==> src/rtl/sample_window_4.sv <==
// Serial-to-parallel 4-bit window assembler with valid/ready on both sides.
// SLIDE=0 delivers non-overlapping blocks; SLIDE=1 advances one bit per accepted input.
module sample_window_4 #(
   parameter bit SLIDE = 1'b0
) (
   input  logic       clk,
   input  logic       rst_n,
   input  logic       clear,
   input  logic       in_bit,
   input  logic       in_valid,
   output logic       in_ready,
   output logic       win_a,
   output logic       win_b,
   output logic       win_c,
   output logic       win_d,
   output logic       win_valid,
   input  logic       win_ready,
   output logic [2:0] fill_cnt,
   output logic [7:0] win_count
);

   localparam int unsigned W_FILL = 3;
   localparam int unsigned W_CNT  = 8;
   localparam int unsigned W_WIN  = 4;
   localparam logic [W_FILL-1:0] FULL_CNT = W_FILL'(4);

   logic [W_WIN-1:0]  sr, sr_nxt;
   logic [W_FILL-1:0] fill_nxt;
   logic [W_CNT-1:0]  count_nxt;
   logic              valid_nxt;
   logic              in_acc, out_acc;

   // State register: window bits, occupancy, presented flag and delivery counter
   always_ff @(posedge clk or negedge rst_n) begin
      if (!rst_n) begin
         sr        <= '0;
         fill_cnt  <= '0;
         win_valid <= 1'b0;
         win_count <= '0;
      end else begin
         sr        <= sr_nxt;
         fill_cnt  <= fill_nxt;
         win_valid <= valid_nxt;
         win_count <= count_nxt;
      end
   end

   // Next state; the FULL state is fill_cnt == 4, win_valid mirrors it
   always_comb begin
      sr_nxt    = sr;
      fill_nxt  = fill_cnt;
      count_nxt = win_count;
      in_acc    = in_valid & in_ready;
      out_acc   = win_valid & win_ready;
      if (clear) begin
         fill_nxt = '0;
      end else begin
         if (out_acc) count_nxt = win_count + W_CNT'(1);
         if (in_acc)  sr_nxt    = {sr[W_WIN-2:0], in_bit};
         if (fill_cnt != FULL_CNT) begin
            if (in_acc) fill_nxt = fill_cnt + W_FILL'(1);
         end else if (out_acc) begin
            // in_acc implies out_acc while full, since in_ready == win_ready there
            if (SLIDE) fill_nxt = in_acc ? FULL_CNT : W_FILL'(3);
            else       fill_nxt = in_acc ? W_FILL'(1) : W_FILL'(0);
         end
      end
      valid_nxt = (fill_nxt == FULL_CNT);
   end

   // Outputs: the window is the shift register itself, oldest bit first
   always_comb begin
      in_ready = ~clear & ((fill_cnt < FULL_CNT) | win_ready);
      win_a    = sr[3];
      win_b    = sr[2];
      win_c    = sr[1];
      win_d    = sr[0];
   end

endmodule

==> config.mk <==
export PLATFORM = sky130hd
export DESIGN_NAME = sample_window_4
export DESIGN_NICKNAME = d
export VERILOG_FILES = /design/src/rtl/sample_window_4.sv
export SDC_FILE = /design/constraint.sdc
export NUM_CORES = 1
export LEC_CHECK = 0
export CAP_MARGIN = 40
export CORE_MARGIN = 3
export CORE_UTILIZATION = 49
export CTS_BUF_LIST = sky130_fd_sc_hd__clkbuf_16
export DETAILED_ROUTE_END_ITERATION = 10
export PLACE_DENSITY = 0.82
export SKIP_LAST_GASP = 1
export SLEW_MARGIN = 20
export SYNTH_ARGS = -nofsm -noshare
export SYNTH_HDL_FRONTEND = slang
export SYNTH_SLANG_ARGS = --single-unit
export TNS_END_PERCENT = 20
==> constraint.sdc <==
create_clock -name clk -period 4 [get_ports clk]
set_clock_uncertainty 0.15 [all_clocks]
set_input_delay 1.2 -clock clk [delete_from_list [all_inputs] [get_ports clk]]
set_output_delay 1.2 -clock clk [all_outputs]
set_load 0.005 [all_outputs]
==> impl_metrics.ini <==
[status]
status = completed

[power]
power.density_nw_per_um2 = 396
intPower_mw = 0.349
switching_share_pct = 20.5
power_frac_clock_pct = 43.2
leakage_nw = 0.500
comb_power_share_pct = 14.3
power_switching_mw = 0.0900
vdd_drop_max_uv = 317
pwr-share-seq_pct = 42.5

[die]
core_area_um2 = 1420
pin_count = 23
die_w_um = 46.4
initial_core_util_pct = 56.5
rows = 13
dieArea_um2 = 2150
die_h_um = 46.4

[cts]
cts_buffer_depth = 2
cts.htree.levels = 1
cts_buffers = 3
cts-resized-gates = 0
clkTransAtPathRegs_ns = 0.05
postCtsSetupBuffers = 0
clock-sinks = 16
cts_tree = yes
insertion_delay_ns = 0.24
cts_hold_buf = 0
cts_root_buf = clkbuf_16

[sta]
period_needed_ns = 3.87
relSlewSlack_pct = 53.8
slew_violations = 0
rsz0062_at_grt = no
worst_slew_pin_slew_ns = 0.691
post-route-period-util_pct = 96.7
setup_viol = 0
fin_tns_setup_ns = 0
hold_violations = 0
fmax_ghz = 0.259

[detailed_routing]
antenna_left = 0
first_iter_violations = 7
drc = 0
via_per_inst = 5.75
dr.pass1.iters = 4
wl_per_cell_um = 15.2
wl_um = 1610
vias = 610

[synth]
ys_types = 29
ys_warn_count = 0
synth_most_common_cell = dfrtp_1
synth_area_leaders = dfrtp_1, mux2_1, xnor2_1
yosysTopAreaCell = dfrtp_1
ys_ff_latch = 16
syn_area_um2 = 800
async_reset_ff_share_pct = 100
syn_avg_cell_area_um2 = 12.1
synth_common_cells = dfrtp_1, xnor2_1, mux2_1, nand2_1, nand3_1
synth_seq_area_share_pct = 50.1
dominantRegCellSynth = dfrtp_1
syn_inst = 66
yosysTopAreaCellShare_pct = 50.1
syn_nets = 75
synth_edf_count = 0

[critical_path]
crit_path_max_fanout = 5
max_stage_delay_ns = 0.54
crit_family = buffers and inverters
crit_path_end_kind = output pin
worst_path_max_delay_cell = clkdlybuf4s50_1
crit_chain = clkdlybuf4s50_1 -> nand2b_4 -> and2b_1 -> clkdlybuf4s50_1
critPathLaunchType = input pin
crit_required_ns = 2.65
worst-path-buf-inv = 2
cp_common_cell = clkdlybuf4s50_1
critPathArrivalTime_ns = 2.52
critPathKind = input pin to output pin

[hold_path]
hold_path.class = flop to flop

[placed_design]
globalplace.congestion = 0.854
io_buffers = 22
dp_hpwl_um = 1170
place_inst = 102

[finish]
final_layout_size_suffix_gt1_share_pct = 13.2
stdcell_count = 106
antenna_cells = 0
n_fill_cell = 96
area_growth_pct = 38.7
multi_input_area_um2 = 375
seq_area_um2 = 400
nets = 101

[global_routing]
grt-ovfl-total = 0
antenna_found_initial = 0
grt_pass1_wl_um = 2720
grt_max_degree = 17
grt_pass1_vias = 630
grt.total_usage_pct = 18.1

[job]
maxCapViolCount = 0
==> per-layer routing <==
| layer | routed length (µm) | global-route usage [%] |
|---|---|---|
| met2 | 750 | 28.0 |
| met1 | 738 | 22.6 |
| met4 | 23 | 7.39 |
| met3 | 93 | 6.64 |
| met5 | 0 | 0 |
==> final timing paths <==
| kind | start | endpoint | slack, ns | depth (start not counted) |
|---|---|---|---|---|
| setup / recovery | win_ready | in_ready | 0.13 | 4 |
| hold / removal | win_count[7]$_DFFE_PN0P_ | win_count[7]$_DFFE_PN0P_ | 0.32 | 1 |
| setup reg to reg | fill_cnt[0]$_DFF_PN0_ | win_valid$_DFF_PN0_ | 2.16 | 5 |
| hold reg to reg | win_count[7]$_DFFE_PN0P_ | win_count[7]$_DFFE_PN0P_ | 0.32 | 1 |
| max in group asynchronous | rst_n | fill_cnt[1]$_DFF_PN0_ | 2.03 | 1 |
| min in group asynchronous | rst_n | win_count[2]$_DFFE_PN0P_ | 1.23 | 1 |
==> final cells by class <==
cell class,instances,area share (%)
Timing Repair Buffer,23,20.5
Tap cell,15,1.69
Clock buffer,3,6.77
Multi-Input combinational cell,46,33.9
Inverter,2,0.677
Sequential cell,16,36.1
Clock inverter,1,0.339
==> cells by family (layout without fill, tap and decap cells) <==
| family | count (synthesis) | count (layout) | synth area share [%] |
|---|---|---|---|
| AOI/OAI and AO/OA | 10 | 10 | 9.70 |
| xor gates and xnor gates | 7 | 7 | 7.67 |
| adders and majority gates | 3 | 3 | 4.70 |
| buffers and inverters | 4 | 29 | 2.97 |
| DFF | 16 | 16 | 50.1 |
| muxes | 5 | 5 | 7.04 |
| and+or+nand+nor | 21 | 21 | 17.8 |
==> worst register-to-register path: cells and delay by family (launching register included) <==
kind                     cells  cell delay, ns
AND/OR/NAND/NOR              1            0.22
adder cells (fa/ha/maj)      1            0.20
flip-flops                   1            0.43
buffers and inverters        1            0.08
AO/OA/AOI/OAI                2            0.68
==> sequential cells by signal, indices dropped and copies added, names as in the netlist <==
| signal | count |
|---|---|
| win_count | 8 |
| sr | 4 |
| fill_cnt | 3 |
| win_valid | 1 |
==> power groups by stage <==
stage | clock [mW] | combinational [mW] | sequential, mW
2_1_floorplan | 0 | 0.0207 | 0.188
3_3_place_gp | 0 | 0.0615 | 0.188
3_5_place_dp | 0 | 0.0626 | 0.188
4_1_cts | 0.194 | 0.0638 | 0.186
5_1_grt | 0.201 | 0.0692 | 0.189
6_report | 0.190 | 0.0626 | 0.187
==> layout by cell type, fill, tap and decap left out, drive strengths merged, types with 2 or more instances in the layout <==
| cell | n |
|---|---|
| xor2 | 2 |
| nand4 | 2 |
| nand2 | 4 |
| nand3 | 4 |
| clkdlybuf4s50 | 22 |
| clkbuf | 3 |
| and3 | 2 |
| a31oi | 2 |
| inv | 2 |
| dfrtp | 16 |
| a21oi | 3 |
| a21o | 2 |
| mux2 | 5 |
| ha | 3 |
| xnor2 | 5 |
==> through the flow <==
step | area, µm² | total power [mW] | utilization (%) | hold WS, ns | worst slack (ns)
after detailed placement | 1030 | 0.251 | 72.8 | 0.320 | 0.121
final | 1110 | 0.439 | 78.3 | 0.319 | 0.132
after global placement | 1030 | 0.249 | 72.8 | 0.310 | 0.161
after CTS | 1110 | 0.444 | 78.3 | 0.331 | 0.118
after floorplan | 800 | 0.209 | - | 0.318 | 1.16
after global routing | 1110 | 0.459 | 78.3 | 0.366 | 0.0937
No activity file was read; power rests on OpenSTA's default activity.
